[src/rtl/instr_encoder_loader.sv]
// Packs decoded instruction fields into 16-bit words and streams them into instruction memory.
// Optional ENC_CHECKSUM_EN adds a running XOR checksum of the written words.
module instr_encoder_loader #(
    parameter int ADDR_W = 6
) (
    input  logic              clk,
    input  logic              rst,
    input  logic              start,
    input  logic              in_valid,
    output logic              in_ready,
    input  logic              in_fmt,
    input  logic [3:0]        in_opcode,
    input  logic [2:0]        in_rs1,
    input  logic [2:0]        in_rs2,
    input  logic [8:0]        in_imm,
    input  logic              in_last,
    output logic              mem_we,
    output logic [ADDR_W-1:0] mem_addr,
    output logic [15:0]       mem_wdata,
    output logic [ADDR_W:0]   prog_len,
    output logic              busy,
    output logic              done,
    output logic              overflow
`ifdef ENC_CHECKSUM_EN
    ,
    output logic [15:0]       checksum
`endif
);

    localparam logic [ADDR_W:0] DEPTH = {1'b1, {ADDR_W{1'b0}}};
    localparam logic [ADDR_W:0] ONE   = {{ADDR_W{1'b0}}, 1'b1};

    typedef enum logic [1:0] {
        S_IDLE,
        S_LOAD,
        S_DONE
    } state_t;

    state_t              state_q, state_d;
    logic [ADDR_W:0]     prog_len_q, prog_len_d;
    logic                overflow_q, overflow_d;
    logic                mem_we_q, mem_we_d;
    logic [ADDR_W-1:0]   mem_addr_q, mem_addr_d;
    logic [15:0]         mem_wdata_q, mem_wdata_d;
`ifdef ENC_CHECKSUM_EN
    logic [15:0]         csum_q, csum_d;
`endif

    logic        full;
    logic        accept;
    logic [15:0] word;

    assign full     = (prog_len_q == DEPTH);
    assign in_ready = (state_q == S_LOAD) && !full;
    assign accept   = in_valid && in_ready;
    // rs2 and the low imm bits share [8:0]; format picks which one lands there
    assign word     = in_fmt ? {in_opcode, in_rs1, in_imm}
                             : {in_opcode, in_rs1, in_rs2, 6'b0};

    always_comb begin
        state_d     = state_q;
        prog_len_d  = prog_len_q;
        overflow_d  = overflow_q;
        mem_we_d    = 1'b0;
        mem_addr_d  = mem_addr_q;
        mem_wdata_d = mem_wdata_q;
`ifdef ENC_CHECKSUM_EN
        csum_d      = csum_q;
`endif
        unique case (state_q)
            S_IDLE: begin
                if (start) begin
                    state_d    = S_LOAD;
                    prog_len_d = '0;
                    overflow_d = 1'b0;
`ifdef ENC_CHECKSUM_EN
                    csum_d     = '0;
`endif
                end
            end
            S_LOAD: begin
                if (accept) begin
                    mem_we_d    = 1'b1;
                    mem_addr_d  = prog_len_q[ADDR_W-1:0];
                    mem_wdata_d = word;
                    prog_len_d  = prog_len_q + ONE;
`ifdef ENC_CHECKSUM_EN
                    csum_d      = csum_q ^ word;
`endif
                    if (in_last) begin
                        state_d = S_DONE;
                    end
                end else if (in_valid && full) begin
                    overflow_d = 1'b1;
                    state_d    = S_DONE;
                end
            end
            S_DONE: begin
                state_d = S_IDLE;
            end
            default: begin
                state_d = S_IDLE;
            end
        endcase
    end

    always_ff @(posedge clk) begin
        if (rst) begin
            state_q     <= S_IDLE;
            prog_len_q  <= '0;
            overflow_q  <= 1'b0;
            mem_we_q    <= 1'b0;
            mem_addr_q  <= '0;
            mem_wdata_q <= '0;
`ifdef ENC_CHECKSUM_EN
            csum_q      <= '0;
`endif
        end else begin
            state_q     <= state_d;
            prog_len_q  <= prog_len_d;
            overflow_q  <= overflow_d;
            mem_we_q    <= mem_we_d;
            mem_addr_q  <= mem_addr_d;
            mem_wdata_q <= mem_wdata_d;
`ifdef ENC_CHECKSUM_EN
            csum_q      <= csum_d;
`endif
        end
    end

    assign mem_we    = mem_we_q;
    assign mem_addr  = mem_addr_q;
    assign mem_wdata = mem_wdata_q;
    assign prog_len  = prog_len_q;
    assign overflow  = overflow_q;
    assign busy      = (state_q != S_IDLE);
    assign done      = (state_q == S_DONE);
`ifdef ENC_CHECKSUM_EN
    assign checksum  = csum_q;
`endif

endmodule

[config.mk]
export PLATFORM = sky130hd
export DESIGN_NAME = instr_encoder_loader
export DESIGN_NICKNAME = d
export VERILOG_FILES = /design/src/rtl/instr_encoder_loader.sv
export SDC_FILE = /design/constraint.sdc
export NUM_CORES = 1
export LEC_CHECK = 0
export ABC_AREA = 1
export ABC_CLOCK_PERIOD_IN_PS = 2000
export CORE_UTILIZATION = 41
export CTS_BUF_LIST = sky130_fd_sc_hd__clkbuf_4 sky130_fd_sc_hd__clkbuf_8 sky130_fd_sc_hd__clkbuf_16
export DETAILED_ROUTE_END_ITERATION = 8
export PLACE_DENSITY_LB_ADDON = 0.15
export SLEW_MARGIN = 20
export SYNTH_ARGS = -nofsm -noshare
export SYNTH_HDL_FRONTEND = slang
export SYNTH_SLANG_ARGS = --single-unit
[constraint.sdc]
create_clock -name clk -period 2 [get_ports clk]
set_clock_uncertainty 0.15 [all_clocks]
set_input_delay 0.2 -clock clk [delete_from_list [all_inputs] [get_ports clk]]
set_output_delay 0.2 -clock clk [all_outputs]
set_load 0.05 [all_outputs]
== Word-level counts from Yosys, hierarchy flattened ==
Index checks and enable logic that the tools add are counted.
Operators by class
  add/sub/neg operators: 1
  equal/unequal tests: 9
  multiplexer cells: 14
  bitwise operators: 1
  reduce and logical (&&, ||, !) cells: 12
Operators by type and width (count)
  $mux W7: 2
  $pmux W7 S2: 1
  $mux W9: 1
  $mux W2: 4
  $add A7 B1 Y7 const B: 1
  $eq A7 B7 Y1 const B: 1
  $ne A2 B2 Y1 const B: 3
  $reduce_and A3 Y1: 2
  $mux W1: 4
  $pmux W2 S2: 1
  $reduce_and A4 Y1: 1
  $reduce_bool A2 Y1: 2
  $logic_and A1 B1 Y1: 3
  $ne A3 B2 Y1 const B: 1
  $ne A3 B3 Y1 const B: 1
  $eq A2 B1 Y1 const B: 1
  $eq A2 B2 Y1 const B: 1
  $logic_not A2 Y1: 1
  $ne A2 B1 Y1 const B: 1
  $pmux W1 S2: 1
  $reduce_and A2 Y1: 1
  $reduce_or A2 Y1: 1
  $logic_not A1 Y1: 1
  $not A1 Y1: 1
Word-level totals
  bits in registers: 33
  input port bits: 25
  output and inout bits: 34
  word-level logic and storage cells: 43

== Depth between registers and ports, before layout ==
Gate-level depths: netlist (run 1).
  depth after elaboration: 6
  gate-level depth with buffers: 11
  mapped depth without buffers: 11

== Worst setup path before layout (run 1) ==
OpenSTA, ideal clock, no wires.
  path type: flip-flop to output port
  start: register prog_len_q[0] (netlist: prog_len[0])
  end: output port in_ready
  data arrival time: 1.627 ns
  setup slack: 0.023 ns
  cell stages (with the launch flop): 8
  buffers on the path: 0
  path through: dfxtp_1 inv_1 ha_1 inv_1 nor2_1 nand3_1 nand2_1 inv_1
Between the ends
  word-level cells in the longest chain between the ends: 3
Ends and longest elaborated chain
  start, declared: RTL line 40  | logic [ADDR_W:0] prog_len_q, prog_len_d;
  start signal, assigned: RTL line 120  | prog_len_q <= prog_len_d;
  $eq A7 B7 Y1: RTL line 53  | assign full = (prog_len_q == DEPTH);
  $logic_not A1 Y1: RTL line 54  | assign in_ready = (state_q == S_LOAD) && !full;
  $logic_and A1 B1 Y1: RTL line 54
  end, declared: RTL line 10  | output logic in_ready,
Every way passes these cells.

== Final worst setup path (run 1) ==
  start: register prog_len_q[0] (netlist: prog_len[0])
  end: output port prog_len[0]
RTL lines
  end, declared: RTL line 20  | output logic [ADDR_W:0] prog_len,
No word-level cell between the ends.

==> impl_metrics.env, run 1 <==
export IMPL_cts_buffer_depth=2
export IMPL_htree_levels=2
export IMPL_fin_area_mm2=0.002105
export IMPL_cts_tree="done"
export IMPL_final_cell_mix="clkdlybuf4s50_1 (51), dfxtp_1 (31), nor2_1 (30), nand2_1 (24), o21ai_0 (20)"
export IMPL_pre_cts_ws_ns=0.1821
export IMPL_hold_slack_ns=0.2976
export IMPL_yosysWarnings=0
export IMPL_syn2layout_area_growth_pct=55.89
export IMPL_worstPathArrival_ns=1.56
export IMPL_fmaxAchievable_ghz=0.5235
export IMPL_nNetsFinal=266
export IMPL_drt_pass1_iterations=4
export IMPL_setup_violations=0
export IMPL_place_congestion=0.7793
export IMPL_ir_worst_vdd_mv=0.5969
export IMPL_numCtsBuffers=5
export IMPL_postCtsSetupRepairBufs=0
export IMPL_fin_cells=284
export IMPL_ios=59
export IMPL_grt_total_usage_pct=21.48
export IMPL_grt_pass1_vias=1322
export IMPL_synth_top_area_share_pct=48.93
export IMPL_synth_top_area_cell="dfxtp_1"
export IMPL_cp_max_fo=5
export IMPL_start_util_pct=43.86
export IMPL_layout_drive_gt1_share_pct=9.167
export IMPL_finalSetupTns_ns=0
export IMPL_drc=0
export IMPL_timing_final_ws_setup_ns=0.08972
export IMPL_worstSetupPathType="flop to output port"
export IMPL_synth_area_leaders="dfxtp_1 (49%), nor2_1 (8.3%), o21ai_0 (7.4%)"
export IMPL_synth_ff_type="dfxtp_1"
export IMPL_final_common_cell="clkdlybuf4s50_1"
export IMPL_ys_seq_area_share_pct=48.93
export IMPL_slew_viol_final=0
export IMPL_final_util_pct=68.37
export IMPL_grt_antenna_before_repair=0
export IMPL_clock_latency_ns=0.33
export IMPL_ys_ff_latch=33
export IMPL_routedWlPerCell_um=12.26
export IMPL_synthCells=177
export IMPL_drt_first_iter_violations=51
export IMPL_numPortBuffers=58
export IMPL_dp_cells=276
export IMPL_power_mw=1.647
export IMPL_p_leak_nw=0.9009
export IMPL_cts_reportedPaths_clkPinSlew_ns=0.10
export IMPL_die_x_um=59.38
export IMPL_dpl_cell_area_mm2=0.001993
export IMPL_ctsHoldBuffers=0
export IMPL_critPathBufInv=1
export IMPL_netlist_area_mm2=0.001350
export IMPL_viasPerCell=4.835
export IMPL_fin_crit_ns=1.910
export IMPL_maxCapViolCount=0
export IMPL_drtAntennaViolNets=0
export IMPL_overflow=0
export IMPL_dpl_hpwl_mm=2.640
export IMPL_period_share_pct=95.51
export IMPL_relSlewSlack_pct=64.54
export IMPL_hp_class="input pin to flop"
export IMPL_synthesis_nets=204
export IMPL_hold_viol_final=0
export IMPL_die_area_mm2=0.003526
export IMPL_cp_end_kind="output port"
export IMPL_die_y_um=59.38
export IMPL_startpoint_type="flop"
export IMPL_cp_cell_sequence="clkdlybuf4s50_1"
export IMPL_critPathSlowestCell="clkdlybuf4s50_1"
export IMPL_outcome="finished clean"
export IMPL_crit_family="buffers and inverters"
export IMPL_rows=20
export IMPL_clockRootBuffer="clkbuf_4"
export IMPL_rsz0062_at_grt="no"
export IMPL_diodes=0
export IMPL_core_region_area_mm2=0.003078
export IMPL_grt_max_degree=19
export IMPL_wl_mm=3.482
export IMPL_avgSynthCellArea_um2=7.627
export IMPL_synth_edf_count=0
export IMPL_num_vias=1373
export IMPL_grt_pass1_wl_mm=5.575
export IMPL_power_density_mw_per_mm2=782.7
export IMPL_synth_cell_types=22
export IMPL_synthArstFlopShare_pct=0
export IMPL_tightestPinTransition_ns=0.5303
export IMPL_cts_sinks=33
export IMPL_crit_path_max_incr_delay_ns=0.84
export IMPL_cp_required_ns=1.65
## cells by family after synthesis
kind of cell    share of synthesized area (%)
simple gates                            24.19
compound gates                          14.09
flops                                   48.93
buf+inv                                 8.063
mux                                     2.224
fa+ha+maj                               1.853
xor+xnor                               0.6489
## worst register-to-register path, cell delays in order (launching register included)
cell and delay [ns]:
dfxtp_2 0.36, inv_1 0.09, ha_1 0.14, inv_1 0.03, nor2_1 0.08, nand3_1 0.14
nand2_2 0.19, clkinv_2 0.15, buf_12 0.18, o21ai_1 0.13, a21oi_1 0.06
## state kept, by name, summed over array words and instances, names as in the netlist
signal     flops
overflow       1
mem_we         1
mem_addr       6
mem_wdata     16
prog_len       7
state_q        2
## report_power, final
part | internal, mW | switching [mW]
sequential | 0.685 | 0.0161
clock | 0.387 | 0.230
combinational | 0.131 | 0.198
## area by class of cell
cell class	count	area, um^2
clock buffers	5	37.54
clock inverters	3	65.06
fillers	273	973.4
inverters	18	68.82
multi-input cells	119	580.6
flip-flops and latches	33	663.1
well taps	44	55.05
repair buffers	62	634.4
## path summary, 6_finish.rpt
kind | from | endpoint | slack (ns) | cells past startpoint
worst min-delay path | in_imm[3] | mem_wdata[3] | 0.30 | 3
worst min register to register | overflow | overflow | 0.31 | 2
worst max-delay path | prog_len[0] | prog_len[0] | 0.09 | 1
worst max register to register | prog_len[0] | mem_addr[1] | 0.20 | 10
## cells in the mapped netlist (2+ instances only)
library cell	n
buf_2	2
o21ai_1	3
nand2_2	2
inv_1	16
dfxtp_1	33
a21oi_1	15
o21ai_0	20
ha_1	2
nor2_1	30
buf_1	2
nand3_1	16
nand2_1	24
mux2i_1	3
## metal layers
layer  track usage (%)  vias to the layer above  wire length [um]
met3             6.550                        7               232
met1             21.73                      623              1379
li1                  -                      699                 -
met5                 0                        -                 0
met2             39.49                       44              1811
met4             10.54                        0                59
## what timing repair did
action                     CTS  global route
hold endpoints to repair     0             0
setup endpoints to repair    1             6
resized for setup            1             5
Note: power is estimated with default switching activity, not from simulation.
==> inputs of run 2 (changes only) <==
--- a/config.mk
+++ b/config.mk
@@ -11,7 +11,7 @@
 export CTS_BUF_LIST = sky130_fd_sc_hd__clkbuf_4 sky130_fd_sc_hd__clkbuf_8 sky130_fd_sc_hd__clkbuf_16
 export DETAILED_ROUTE_END_ITERATION = 8
 export PLACE_DENSITY_LB_ADDON = 0.15
-export SLEW_MARGIN = 20
+export SLEW_MARGIN = 0
 export SYNTH_ARGS = -nofsm -noshare
 export SYNTH_HDL_FRONTEND = slang
 export SYNTH_SLANG_ARGS = --single-unit
==> results of run 2 <==
No change in the layout: final DEF, timing and power equal those of run 1.
